`src/rtl/led_adder_if.sv`:
```
// Board-pin bundle for led_adder: four switch inputs and four LED outputs.
// The slave modport is the adder's view; the master modport drives the switches.
interface led_adder_if;
   logic sw1;
   logic sw2;
   logic sw3;
   logic sw4;
   logic LED_1;
   logic LED_2;
   logic LED_3;
   logic LED_4;

   modport master (
      output sw1, sw2, sw3, sw4,
      input  LED_1, LED_2, LED_3, LED_4
   );

   modport slave (
      input  sw1, sw2, sw3, sw4,
      output LED_1, LED_2, LED_3, LED_4
   );
endinterface

```
`src/rtl/led_adder.sv`:
```
// Two-bit switch adder driving four LEDs through synchronizers and registered outputs.
// Define LED_ADDER_DEBOUNCE_EN to insert a per-switch debounce filter of DEBOUNCE_CYCLES.
module led_adder #(
   parameter int unsigned DEBOUNCE_CYCLES = 250000
) (
   input logic        clk,
   input logic        rst_n,
   led_adder_if.slave board_io
);

   logic [3:0] sw_raw;
   logic [3:0] s1_q;
   logic [3:0] s2_q;
   logic [3:0] filt;
   logic [3:0] sum;
   logic [3:0] led_q;

   if (DEBOUNCE_CYCLES < 1) begin : g_bad_param
      $error("led_adder: DEBOUNCE_CYCLES must be at least 1");
   end

   // Bit order {B[1], B[0], A[1], A[0]}.
   assign sw_raw = {board_io.sw4, board_io.sw3, board_io.sw2, board_io.sw1};

   always_ff @(posedge clk) begin
      if (!rst_n) begin
         s1_q <= '0;
         s2_q <= '0;
      end else begin
         s1_q <= sw_raw;
         s2_q <= s1_q;
      end
   end

`ifdef LED_ADDER_DEBOUNCE_EN
   localparam int unsigned CntW = $clog2(DEBOUNCE_CYCLES) + 1;
   localparam logic [CntW-1:0] CntMax = CntW'(DEBOUNCE_CYCLES - 1);

   logic [3:0]      deb_q;
   logic [3:0]      deb_d;
   logic [CntW-1:0] cnt_q [4];
   logic [CntW-1:0] cnt_d [4];

   // Any sample agreeing with the accepted state restarts the count.
   always_comb begin
      deb_d = deb_q;
      for (int i = 0; i < 4; i++) begin
         cnt_d[i] = cnt_q[i];
         if (s2_q[i] == deb_q[i]) begin
            cnt_d[i] = '0;
         end else if (cnt_q[i] == CntMax) begin
            deb_d[i] = s2_q[i];
            cnt_d[i] = '0;
         end else begin
            cnt_d[i] = cnt_q[i] + CntW'(1);
         end
      end
   end

   always_ff @(posedge clk) begin
      if (!rst_n) begin
         deb_q <= '0;
         for (int i = 0; i < 4; i++) begin
            cnt_q[i] <= '0;
         end
      end else begin
         deb_q <= deb_d;
         for (int i = 0; i < 4; i++) begin
            cnt_q[i] <= cnt_d[i];
         end
      end
   end

   assign filt = deb_q;
`else
   assign filt = s2_q;
`endif

   assign sum = {2'b00, filt[1:0]} + {2'b00, filt[3:2]};

   always_ff @(posedge clk) begin
      if (!rst_n) begin
         led_q <= '0;
      end else begin
         led_q <= sum;
      end
   end

   assign board_io.LED_1 = led_q[3];
   assign board_io.LED_2 = led_q[2];
   assign board_io.LED_3 = led_q[1];
   assign board_io.LED_4 = led_q[0];

endmodule

```
`src/flat_wrapper.sv`:
```
// flat-port wrapper written by rule: the top's interface ports become plain ports
module led_adder_flat 
#(
   parameter int unsigned DEBOUNCE_CYCLES = 250000
)
  (clk, rst_n, board_io_sw1, board_io_sw2, board_io_sw3, board_io_sw4, board_io_LED_1, board_io_LED_2, board_io_LED_3, board_io_LED_4);
  led_adder_if board_io_i ();
  input logic clk;
  input logic rst_n;
  input wire logic [$bits(board_io_i.sw1)-1:0] board_io_sw1;
  input wire logic [$bits(board_io_i.sw2)-1:0] board_io_sw2;
  input wire logic [$bits(board_io_i.sw3)-1:0] board_io_sw3;
  input wire logic [$bits(board_io_i.sw4)-1:0] board_io_sw4;
  output wire logic [$bits(board_io_i.LED_1)-1:0] board_io_LED_1;
  output wire logic [$bits(board_io_i.LED_2)-1:0] board_io_LED_2;
  output wire logic [$bits(board_io_i.LED_3)-1:0] board_io_LED_3;
  output wire logic [$bits(board_io_i.LED_4)-1:0] board_io_LED_4;
  assign board_io_i.sw1 = board_io_sw1;
  assign board_io_i.sw2 = board_io_sw2;
  assign board_io_i.sw3 = board_io_sw3;
  assign board_io_i.sw4 = board_io_sw4;
  assign board_io_LED_1 = board_io_i.LED_1;
  assign board_io_LED_2 = board_io_i.LED_2;
  assign board_io_LED_3 = board_io_i.LED_3;
  assign board_io_LED_4 = board_io_i.LED_4;
  led_adder #(.DEBOUNCE_CYCLES(DEBOUNCE_CYCLES)) u_core (.clk(clk), .rst_n(rst_n), .board_io(board_io_i));
endmodule
```
`config.mk`:
```
export PLATFORM = sky130hd
export DESIGN_NAME = led_adder_flat
export DESIGN_NICKNAME = d
export VERILOG_FILES = /design/src/rtl/led_adder_if.sv /design/src/rtl/led_adder.sv /design/src/flat_wrapper.sv
export SDC_FILE = /design/constraint.sdc
export NUM_CORES = 1
export LEC_CHECK = 0
export BUFFER_PORTS_ARGS = -buffer_cell sky130_fd_sc_hd__buf_2
export CAP_MARGIN = 5
export CORE_AREA = 2 2 39 41
export CTS_BUF_LIST = sky130_fd_sc_hd__clkbuf_8
export DETAILED_ROUTE_END_ITERATION = 10
export DIE_AREA = 0 0 41 43
export PLACE_DENSITY_LB_ADDON = 0.2
export SYNTH_ARGS = -nofsm -noshare
export SYNTH_HDL_FRONTEND = slang
export SYNTH_SLANG_ARGS = --single-unit
```
`constraint.sdc`:
```
create_clock -name clk -period 1.6 [get_ports clk]
set_input_delay 0.32 -clock clk [delete_from_list [all_inputs] [get_ports clk]]
set_output_delay 0.32 -clock clk [all_outputs]
set_load 0.01 [all_outputs]
```
======== After elaboration in Yosys (flattened, before gate mapping) ========
Index checks and enable logic that the tools add are counted.
storage, ports and cells
  register bits ........................... 12
  latch bits .............................. 0
  RAM bits ................................ 0
  ROM bits ................................ 0
  output and inout port bits .............. 4
  word-level logic and storage cells ...... 4
  memories kept ........................... 0
cells by class
  add/sub/neg operators ................... 1
  $mul .................................... 0
  div/mod/pow operators ................... 0
  magnitude comparators ................... 0
  equal/unequal tests ..................... 0
  shifts and indexed selects .............. 0
  muxes and demuxes ....................... 0
  bitwise logic cells ..................... 0
  reductions and logical operators ........ 0
operator list
  kind                                    number
  2-bit by 2-bit adder with 3-bit output  1

======== Logic depth before layout (Yosys ltp) ========
Gate-level depths: netlist of the first run.
  depth in word-level cells ............... 1
  mapped depth ............................ 4

======== Least setup slack after synthesis of the first run ========
No wires, ideal clock.
  path kind ............................... register -> register
  start ................................... register u_core.s2_q[0] (netlist: u_core.filt[0])
  end ..................................... register u_core.led_q[1]
  library setup time ...................... 0.114 ns
  arrival ................................. 1.014 ns
  data required time ...................... 1.486 ns
  slack ................................... 0.472 ns
  stages on the path, launching flop included .. 5
  path buffers ............................ 0
  period minus slack after synthesis ...... 1.128 ns
  path through ............................ dfxtp_1 > ha_1 > inv_1 > fa_1 > nor2b_4
on the way
  longest elaborated chain between the ends .. 1
ends and longest elaborated chain
  item                                    RTL line         source
  start: declaration                      led_adder.sv:13  logic [3:0] s2_q;
  start signal: assignment                led_adder.sv:31  s2_q <= s1_q;
  2-bit by 2-bit adder with 3-bit output  led_adder.sv:79  assign sum = {2'b00, filt[1:0]} + {2'b00, filt[3:2]};
  end signal: assignment                  led_adder.sv:85  led_q <= sum;
  end: declaration                        led_adder.sv:16  logic [3:0] led_q;
Every way passes these cells.
A chain may end at the register's enable or synchronous reset.

======== Final worst setup path of the first run ========
Ends and elaborated chain as after synthesis.

==> results of run 1 <==
-- stage by stage --
step	cell area (sq um)	utilization	hold WS, ns	setup WS, ns
6_report	449	0.325	0.292	0.443
5_1_grt	449	0.325	0.301	0.388
4_1_cts	449	0.325	0.285	0.431
3_5_place_dp	404	0.292	0.415	0.442
3_3_place_gp	404	0.292	0.409	0.456
2_1_floorplan	363	-	0.406	0.472
-- report_power, final --
group	switching (mW)	internal, mW	leakage, nW
combinational	0.0129	0.0158	0.0887
clock	0.0913	0.167	0.0269
sequential	0.00251	0.287	0.0907
total	0.107	0.470	0.206
-- cells by family (layout without fill, tap and decap cells) --
kind of cell	count (synthesis)	after routing
flip-flops	11	11
adder cells (fa/ha/maj)	2	2
other	1	1
AND/OR/NAND/NOR	11	11
buffers and inverters	5	15
-- cell type report --
type	count	area [sq um]
Clock buffer	3	41.3
Clock inverter	1	3.75
Fill cell	143	935
Inverter	3	11.3
Multi-Input combinational cell	14	113
Sequential cell	11	220
Tap cell	16	20.0
Timing Repair Buffer	8	40.0
-- synthesized netlist by cell type --
library cell,instances
nor2b_4,1
and2_1,9
dfxtp_1,11
buf_6,1
buf_4,1
fa_1,1
conb_1,1
inv_1,3
nor2b_1,1
ha_1,1
-- worst paths after layout --
kind / to / slack (ns) / cells past startpoint
worst max-delay path: u_core.led_q[1] / 0.44 / 4
worst min-delay path: u_core.s1_q[2] / 0.29 / 2
worst max register to register: u_core.led_q[1] / 0.44 / 4
worst min register to register: u_core.filt[1] / 0.42 / 1
-- registers in the layout, indices dropped and copies added, names as in the netlist --
signal / cells
u_core.led_q: 3
u_core.filt: 4
u_core.s1_q: 4
-- critical path, stage by stage (launching register included) --
cell and delay, ns:
dfxtp_1 0.31, ha_1 0.13, inv_1 0.04, fa_1 0.52, nor2b_4 0.05
-- layer usage --
metal / wire [microns] / vias up / GRT usage
met4: 0 / 0 / 0.0600
met2: 207 / 8 / 0.0844
met3: 44 / 0 / 0.0471
met1: 173 / 88 / 0.0588
li1: - / 103 / -
met5: 0 / - / 0
==> insert_results.sql, run 1 <==
INSERT INTO impl_metrics (metric_group, metric, value, unit) VALUES
('status', 'result_of_the_run', 'finished clean', ''),
('sta', 'timing_limited_maximum_frequency', '865', 'MHz'),
('yosys', 'synth.area.mux_share', '0', ''),
('clock_tree', 'clockRootBuffer', 'clkbuf_8', ''),
('sta', 'final_period_minus_worst_setup_slack', '1.16', 'ns'),
('yosys', 'synth_sequential_area_ratio', '0.607', ''),
('layout', 'area_delta_synth_final', '23.8', '%'),
('yosys', 'synth-simple-area-share', '0.210', ''),
('yosys', 'yosys_register_bits', '11', ''),
('sta', 'totalNegativeSetupSlack', '0', 'ns'),
('yosys', 'synth.area.top_cells', 'dfxtp_1 (61%), and2_1 (16%), fa_1 (5.5%)', ''),
('power_and_ir_drop', 'power.static_leakage', '0.206', 'nW'),
('drt', 'drtPass1Iterations', '1', ''),
('drt', 'num_vias', '199', ''),
('yosys', 'yosysTopAreaCellShare', '0.607', ''),
('job', 'drv.max_cap_violation_count', '0', ''),
('drt', 'remaining_drc_errors', '0', ''),
('layout', 'nNetsFinal', '49', ''),
('worst_setup_path', 'cp-startpoint', 'u_core.filt[0]', ''),
('worst_setup_path', 'critPathRequiredTime', '1.73', 'ns'),
('clock_tree', 'cts_hold_repair.buffers', '0', ''),
('power_and_ir_drop', 'power.density_cell_area', '1280', 'nW/um^2'),
('global_routing', 'grt_pass1_wl', '669', 'microns'),
('worst_setup_path', 'worst_r2r_startpoint', 'u_core.filt[0]', ''),
('worst_hold_path', 'worstHoldPathType', 'input pin to flip-flop', ''),
('power_and_ir_drop', 'p_total', '0.577', 'mW'),
('global_routing', 'antenna_violations_before_repair', '0', ''),
('layout', 'cell_count_final_fillers_out', '56', ''),
('worst_setup_path', 'cp.arrival', '1.28', 'ns'),
('floorplanning', 'die_height', '43', 'microns'),
('floorplanning', 'design.portCount', '10', ''),
('sta', 'fin_worst_skew', '0.00119', 'ns'),
('floorplanning', 'core.rowCount', '14', ''),
('drt', 'avgRoutedWirePerCell', '7.61', 'microns'),
('clock_tree', 'cts_inserted_buffers', '3', ''),
('drt', 'detailedRoute.firstIterationViolations', '0', ''),
('drt', 'routed_via_density', '3.55', ''),
('clock_tree', 'post_cts.repair.setup_buffers', '0', ''),
('yosys', 'synth_area_per_cell', '12.1', 'sq um'),
('placed_design', 'portBuffers', '8', ''),
('layout', 'final_common_cell', 'dfxtp_1', ''),
('floorplanning', 'chipWidth', '41', 'microns'),
('yosys', 'netlist.top_cell.by_area', 'dfxtp_1', ''),
('yosys', 'synth_top_family_by_area', 'simple AND/OR/NAND/NOR gates', ''),
('worst_setup_path', 'critPathKind', 'flip-flop to flip-flop', ''),
('floorplanning', 'effective_utilization_at_floorplan', '0.262', ''),
('layout', 'insertedDiodeCount', '0', ''),
('clock_tree', 'clk-insertion-delay-late', '0.23', 'ns'),
('global_routing', 'gr-usage-all-layers', '0.0636', ''),
('sta', 'final_min_period_over_clock_period', '0.723', ''),
('yosys', 'synth.yosys.warnings', '0', ''),
('global_routing', 'grt_start_max_net_pins', '12', ''),
('yosys', 'synth_nets', '38', ''),
('clock_tree', 'cts_num_sinks', '11', ''),
('layout', 'final_layout_size_suffix_gt1_frac', '0.300', ''),
('global_routing', 'number_of_global_route_vias_before_repair', '179', ''),
('clock_tree', 'register_clock_pin_slew_on_the_reported_worst_setup_and_hold_paths', '0.05', 'ns'),
('worst_hold_path', 'worstHoldStart', 'board_io_sw3', ''),
('yosys', 'synth-compound-area-share', '0', ''),
('yosys', 'yosys.area_share.xor_xnor', '0', ''),
('floorplanning', 'die-area', '1760', 'sq um'),
('yosys', 'postSynthCellCount', '30', ''),
('sta', 'maxSlewViolCount', '0', ''),
('power_and_ir_drop', 'vdd_drop_max', '0.544', 'mV'),
('drt', 'detail-route-antenna-nets', '0', ''),
('worst_setup_path', 'worst-path-max-fanout', '1', ''),
('sta', 'final_hold_viols', '0', ''),
('yosys', 'synthAdderAreaFrac', '0.0897', ''),
('clock_tree', 'clockBufferDepth', '2', ''),
('yosys', 'mappedNetlistArea', '363', 'sq um'),
('yosys', 'post_synth_num_cell_types', '10', '');
Note: power is estimated with default switching activity, not from simulation.
==> run 2, diff against run 1 <==
clock period = 0.9 ns   (was 1.6 ns; I/O delays follow)
==> insert_results.sql, run 2 (synthesis gave the netlist of run 1 again) <==
INSERT INTO impl_metrics (metric_group, metric, value, unit) VALUES
('power_and_ir_drop', 'power_switching', '0.190', 'mW'),
('clock_tree', 'tritoncts', 'built', ''),
('global_routing', 'grt_start_max_net_pins', '12', ''),
('worst_hold_path', 'worstHoldPathType', 'input pin to flip-flop', ''),
('global_routing', 'gr-usage-all-layers', '0.0636', ''),
('worst_setup_path', 'crit_path_cell_trace', 'ha_1 -> inv_1 -> fa_1 -> nor2b_4', ''),
('layout', 'final_area', '450', 'sq um'),
('clock_tree', 'cts_hold_repair.buffers', '0', ''),
('worst_setup_path', 'worst_setup_path_start_kind', 'flip-flop', ''),
('drt', 'routed_wl', '426', 'microns'),
('layout', 'fillers', '142', ''),
('sta', 'grt_setup_unrepaired', 'true', ''),
('clock_tree', 'cts_num_sinks', '11', ''),
('sta', 'setup_slack', '-0.259', 'ns'),
('floorplanning', 'die_height', '43', 'microns'),
('layout', 'area_delta_synth_final', '24.1', '%'),
('worst_setup_path', 'critical_path_endpoint_category', 'flip-flop', ''),
('worst_setup_path', 'worst-path-max-fanout', '1', ''),
('power_and_ir_drop', 'power_frac_seq', '0.502', ''),
('clock_tree', 'clockRootBuffer', 'clkbuf_8', ''),
('global_routing', 'grt_pass1_wl', '669', 'microns'),
('sta', 'hold_slack', '0.152', 'ns'),
('worst_setup_path', 'cp-startpoint', 'u_core.filt[0]', ''),
('sta', 'final_min_period_over_clock_period', '1.29', ''),
('sta', 'final_hold_viols', '0', ''),
('drt', 'num_vias', '199', ''),
('power_and_ir_drop', 'pwr-share-clk', '0.448', ''),
('clock_tree', 'clk-insertion-delay-late', '0.23', 'ns'),
('floorplanning', 'fp.coreArea', '1380', 'sq um'),
('worst_setup_path', 'worst_path_largest_cell_delay', '0.45', 'ns'),
('worst_setup_path', 'cp.arrival', '1.33', 'ns'),
('power_and_ir_drop', 'power_switching_share', '0.185', ''),
('floorplanning', 'effective_utilization_at_floorplan', '0.262', ''),
('drt', 'detail-route-antenna-nets', '0', ''),
('power_and_ir_drop', 'power.density_cell_area', '2280', 'nW/um^2'),
('sta', 'report.final.setup_viol', '2', ''),
('worst_setup_path', 'critPathKind', 'flip-flop to flip-flop', ''),
('power_and_ir_drop', 'p_total', '1.03', 'mW'),
('sta', 'maxSlewViolCount', '0', ''),
('placed_design', 'post_dp_cell_area', '404', 'sq um'),
('job', 'drv.max_cap_violation_count', '0', ''),
('floorplanning', 'core.rowCount', '14', ''),
('placed_design', 'dp_slack', '-0.258', 'ns'),
('power_and_ir_drop', 'power.internal', '0.836', 'mW'),
('layout', 'final_common_cell', 'dfxtp_1', ''),
('placed_design', 'place.gp.congestion', '0.575', ''),
('floorplanning', 'design.portCount', '10', ''),
('layout', 'final_layout_size_suffix_gt1_frac', '0.325', ''),
('layout', 'insertedDiodeCount', '0', ''),
('clock_tree', 'clockBufferDepth', '2', ''),
('drt', 'routed_via_density', '3.55', ''),
('worst_setup_path', 'cp_num_buf_inv', '1', ''),
('floorplanning', 'die-area', '1760', 'sq um'),
('power_and_ir_drop', 'power.static_leakage', '0.207', 'nW'),
('status', 'result_of_the_run', 'complete, but fails checks', ''),
('layout', 'nNetsFinal', '49', ''),
('power_and_ir_drop', 'combPwrFrac', '0.050', ''),
('global_routing', 'grt_overflow_total', '0', ''),
('drt', 'remaining_drc_errors', '0', ''),
('global_routing', 'number_of_global_route_vias_before_repair', '179', ''),
('worst_hold_path', 'worstHoldStart', 'board_io_sw3', ''),
('worst_setup_path', 'crit_slowest_cell', 'fa_1', ''),
('sta', 'fin_worst_skew', '0.00119', 'ns'),
('clock_tree', 'cts_max_level', '1', ''),
('power_and_ir_drop', 'vdd_drop_max', '0.956', 'mV'),
('clock_tree', 'cts_inserted_buffers', '3', ''),
('status', 'failed_checks', 'negative setup slack', ''),
('worst_setup_path', 'worst_r2r_startpoint', 'u_core.filt[0]', ''),
('drt', 'detailedRoute.firstIterationViolations', '0', ''),
('worst_setup_path', 'critPathRequiredTime', '1.07', 'ns'),
('global_routing', 'antenna_violations_before_repair', '0', ''),
('sta', 'final_period_minus_worst_setup_slack', '1.16', 'ns'),
('drt', 'avgRoutedWirePerCell', '7.61', 'microns'),
('worst_setup_path', 'gate_family_responsible_for_the_most_delay_along_the_worst_path', 'adder cells', ''),
('drt', 'drtPass1Iterations', '1', ''),
('sta', 'timing_limited_maximum_frequency', '863', 'MHz'),
('clock_tree', 'register_clock_pin_slew_on_the_reported_worst_setup_and_hold_paths', '0.05', 'ns'),
('floorplanning', 'chipWidth', '41', 'microns'),
('layout', 'most-common-layout-cells', 'dfxtp_1 (10), and2_1 (9), buf_2 (8)', ''),
('placed_design', 'portBuffers', '8', '');
## run 2: power groups by stage
stage / sequential, mW / clock [mW] / combinational [mW]
after global placement: 0.523 / 0 / 0.0500
after floorplan: 0.526 / 0 / 0.0373
after global routing: 0.516 / 0.503 / 0.0590
after CTS: 0.514 / 0.481 / 0.0526
final: 0.515 / 0.460 / 0.0511
after detailed placement: 0.524 / 0 / 0.0523
## run 2: per-stage QoR
step | setup TNS (ns) | std cells | util
2_1_floorplan | -0.287 | 30 | -
3_3_place_gp | -0.332 | 52 | 0.292
3_5_place_dp | -0.368 | 52 | 0.292
4_1_cts | -0.390 | 56 | 0.325
5_1_grt | -0.470 | 56 | 0.325
6_report | -0.358 | 56 | 0.325
## run 2: path summary, 6_finish.rpt
check	slack, ns	end	cells after the start
worst min register to register	0.42	u_core.filt[1]	1
worst max-delay path	-0.26	u_core.led_q[1]	4
worst min-delay path	0.15	u_core.s1_q[2]	2
worst max register to register	-0.26	u_core.led_q[1]	4
## run 2: layout make-up
cell class | count | area, sq um | area share
clock buffer | 3 | 41.3 | 0.0917
timing repair buffer | 8 | 40.0 | 0.0889
multi-input combinational | 14 | 113 | 0.250
clock inverter | 1 | 3.75 | 0.00833
inverter | 3 | 11.3 | 0.0250
tap | 16 | 20.0 | 0.0444
sequential | 11 | 221 | 0.492
## run 2: what timing repair did
item,in CTS,in global routing
resized for setup,0,1
buffers inserted,0,0
pin swaps,0,0
endpoints found under the setup margin,2,2
## run 2: per-layer routing
| layer | global-route usage | wire length (microns) | vias to the layer above |
|---|---|---|---|
| met5 | 0 | 0 | - |
| met1 | 0.0588 | 173 | 88 |
| met2 | 0.0844 | 207 | 8 |
| met3 | 0.0471 | 44 | 0 |
| met4 | 0.0600 | 0 | 0 |
| li1 | - | - | 103 |
==> run 3, diff against run 2 <==
SETUP_SLACK_MARGIN = 0.15   (was not set)
TNS_END_PERCENT = 30   (was not set)
==> insert_results.sql, run 3 (synthesis gave the netlist of run 1 again) <==
INSERT INTO impl_metrics (metric_group, metric, value, unit) VALUES
('worst_setup_path', 'regToRegEndpoint', 'u_core.led_q[1]', ''),
('power_and_ir_drop', 'power_frac_seq', '0.502', ''),
('clock_tree', 'clk-insertion-delay-late', '0.23', 'ns'),
('floorplanning', 'die_height', '43', 'microns'),
('layout', 'seqCellArea', '221', 'sq um'),
('floorplanning', 'design.portCount', '10', ''),
('power_and_ir_drop', 'vdd_drop_max', '0.956', 'mV'),
('floorplanning', 'die-area', '1760', 'sq um'),
('sta', 'report.final.setup_viol', '2', ''),
('placed_design', 'place.gp.congestion', '0.575', ''),
('sta', 'final_hold_viols', '0', ''),
('drt', 'num_vias', '199', ''),
('worst_setup_path', 'worst-path-max-fanout', '1', ''),
('worst_setup_path', 'worst_path_largest_cell_delay', '0.45', 'ns'),
('clock_tree', 'clockBufferDepth', '2', ''),
('worst_setup_path', 'end_point_of_the_critical_path', 'u_core.led_q[1]', ''),
('worst_setup_path', 'critical_path_endpoint_category', 'flip-flop', ''),
('clock_tree', 'cts_max_level', '1', ''),
('drt', 'drtPass1Iterations', '1', ''),
('drt', 'routed_via_density', '3.55', ''),
('global_routing', 'grt_overflow_total', '0', ''),
('job', 'drv.max_cap_violation_count', '0', ''),
('clock_tree', 'clockRootBuffer', 'clkbuf_8', ''),
('worst_setup_path', 'gate_family_responsible_for_the_most_delay_along_the_worst_path', 'adder cells', ''),
('status', 'result_of_the_run', 'complete, but fails checks', ''),
('global_routing', 'grt_start_max_net_pins', '12', ''),
('global_routing', 'number_of_global_route_vias_before_repair', '179', ''),
('drt', 'routed_wl', '426', 'microns'),
('worst_hold_path', 'whs_path_depth', '2', ''),
('power_and_ir_drop', 'power_switching', '0.190', 'mW'),
('floorplanning', 'effective_utilization_at_floorplan', '0.262', ''),
('worst_setup_path', 'cp.arrival', '1.33', 'ns'),
('floorplanning', 'chipWidth', '41', 'microns'),
('sta', 'setup_slack', '-0.259', 'ns'),
('layout', 'final_common_cell', 'dfxtp_1', ''),
('power_and_ir_drop', 'power.internal', '0.836', 'mW'),
('power_and_ir_drop', 'power_switching_share', '0.185', ''),
('clock_tree', 'cts_inserted_buffers', '3', ''),
('floorplanning', 'fp.coreArea', '1380', 'sq um'),
('clock_tree', 'tritoncts', 'built', ''),
('global_routing', 'gr-usage-all-layers', '0.0636', ''),
('sta', 'final_min_period_over_clock_period', '1.29', ''),
('sta', 'maxSlewViolCount', '0', ''),
('power_and_ir_drop', 'pwr-share-clk', '0.448', ''),
('drt', 'avgRoutedWirePerCell', '7.61', 'microns'),
('global_routing', 'antenna_violations_before_repair', '0', ''),
('global_routing', 'grt_pass1_wl', '669', 'microns'),
('worst_setup_path', 'path_depth', '4', ''),
('drt', 'detailedRoute.firstIterationViolations', '0', ''),
('worst_setup_path', 'cp-startpoint', 'u_core.filt[0]', ''),
('clock_tree', 'register_clock_pin_slew_on_the_reported_worst_setup_and_hold_paths', '0.05', 'ns'),
('power_and_ir_drop', 'power.density_cell_area', '2280', 'nW/um^2'),
('power_and_ir_drop', 'power.static_leakage', '0.207', 'nW'),
('worst_setup_path', 'critPathRequiredTime', '1.07', 'ns'),
('layout', 'area_delta_synth_final', '24.1', '%'),
('status', 'failed_checks', 'negative setup slack', ''),
('worst_setup_path', 'timing.reg2reg.setup_slack', '-0.26', 'ns'),
('sta', 'final_period_minus_worst_setup_slack', '1.16', 'ns'),
('worst_setup_path', 'cp_num_buf_inv', '1', ''),
('power_and_ir_drop', 'combPwrFrac', '0.050', ''),
('layout', 'nNetsFinal', '49', ''),
('worst_setup_path', 'worst_setup_path_start_kind', 'flip-flop', ''),
('worst_setup_path', 'worst-r2r-cell-count', '4', ''),
('layout', 'most-common-layout-cells', 'dfxtp_1 (10), and2_1 (9), buf_2 (8)', ''),
('placed_design', 'portBuffers', '8', ''),
('worst_setup_path', 'crit_slowest_cell', 'fa_1', ''),
('worst_setup_path', 'worst_r2r_startpoint', 'u_core.filt[0]', ''),
('worst_hold_path', 'worstHoldPathType', 'input pin to flip-flop', ''),
('layout', 'final_layout_size_suffix_gt1_frac', '0.325', ''),
('worst_setup_path', 'critPathKind', 'flip-flop to flip-flop', ''),
('drt', 'remaining_drc_errors', '0', ''),
('worst_setup_path', 'crit_path_cell_trace', 'ha_1 -> inv_1 -> fa_1 -> nor2b_4', ''),
('floorplanning', 'core.rowCount', '14', ''),
('clock_tree', 'post_cts.repair.setup_buffers', '0', ''),
('layout', 'multiInputGateArea', '113', 'sq um'),
('placed_design', 'dp_slack', '-0.258', 'ns'),
('sta', 'fin_worst_skew', '0.00119', 'ns'),
('layout', 'final_core_utilization', '0.325', ''),
('drt', 'detail-route-antenna-nets', '0', ''),
('sta', 'timing_limited_maximum_frequency', '863', 'MHz'),
('layout', 'insertedDiodeCount', '0', ''),
('clock_tree', 'cts_num_sinks', '11', ''),
('sta', 'grt_setup_unrepaired', 'true', ''),
('layout', 'fillers', '142', '');
## run 3: metal layers
layer  part of all wire  track usage  wire length (microns)
met5                  0            0                      0
met1               0.41       0.0588                    173
met2               0.49       0.0844                    208
met4                  0       0.0600                      0
met3               0.10       0.0471                     44
## run 3: cell type report
cell class                 instances  share of cell area
sequential                        11               0.492
clock inverter                     1             0.00833
clock buffer                       3              0.0917
timing repair buffer               8              0.0889
multi-input combinational         14               0.250
inverter                           3              0.0250
tap                               16              0.0444
## run 3: what timing repair did
item | CTS | global route
pin swaps | 1 | 0
resized for setup | 0 | 1
hold buffers | 0 | 0
endpoints found under the setup margin | 6 | 6
## run 3: worst min-delay path by stage
| stage | from | end |
|---|---|---|
| 2_1_floorplan | board_io_sw1 | u_core.s1_q[0] |
| 3_3_place_gp | board_io_sw3 | u_core.s1_q[2] |
| 3_5_place_dp | board_io_sw3 | u_core.s1_q[2] |
| 4_1_cts | board_io_sw2 | u_core.s1_q[1] |
| 5_1_grt | board_io_sw2 | u_core.s1_q[1] |
| 6_report | board_io_sw3 | u_core.s1_q[2] |
## run 3: stage by stage
stage	power [mW]	TNS (ns)	area, sq um	hold slack, ns	cells
6_report	1.03	-0.358	450	0.152	56
3_3_place_gp	0.573	-0.332	404	0.385	52
4_1_cts	1.05	-0.390	449	0.145	56
3_5_place_dp	0.576	-0.368	404	0.388	52
5_1_grt	1.08	-0.470	450	0.161	56
2_1_floorplan	0.563	-0.287	363	0.307	30
## run 3: worst register-to-register path, stage by stage (launching register included)
cell and delay, ns:
dfxtp_2 0.30, ha_1 0.18, inv_1 0.06, fa_1 0.45, nor2b_4 0.12
## run 3: power by group through the flow
stage / combinational, mW / sequential [mW] / clock [mW]
after floorplan: 0.0373 / 0.526 / 0
after global placement: 0.0500 / 0.523 / 0
after detailed placement: 0.0523 / 0.524 / 0
after CTS: 0.0525 / 0.514 / 0.481
after global routing: 0.0590 / 0.516 / 0.503
final: 0.0509 / 0.515 / 0.460
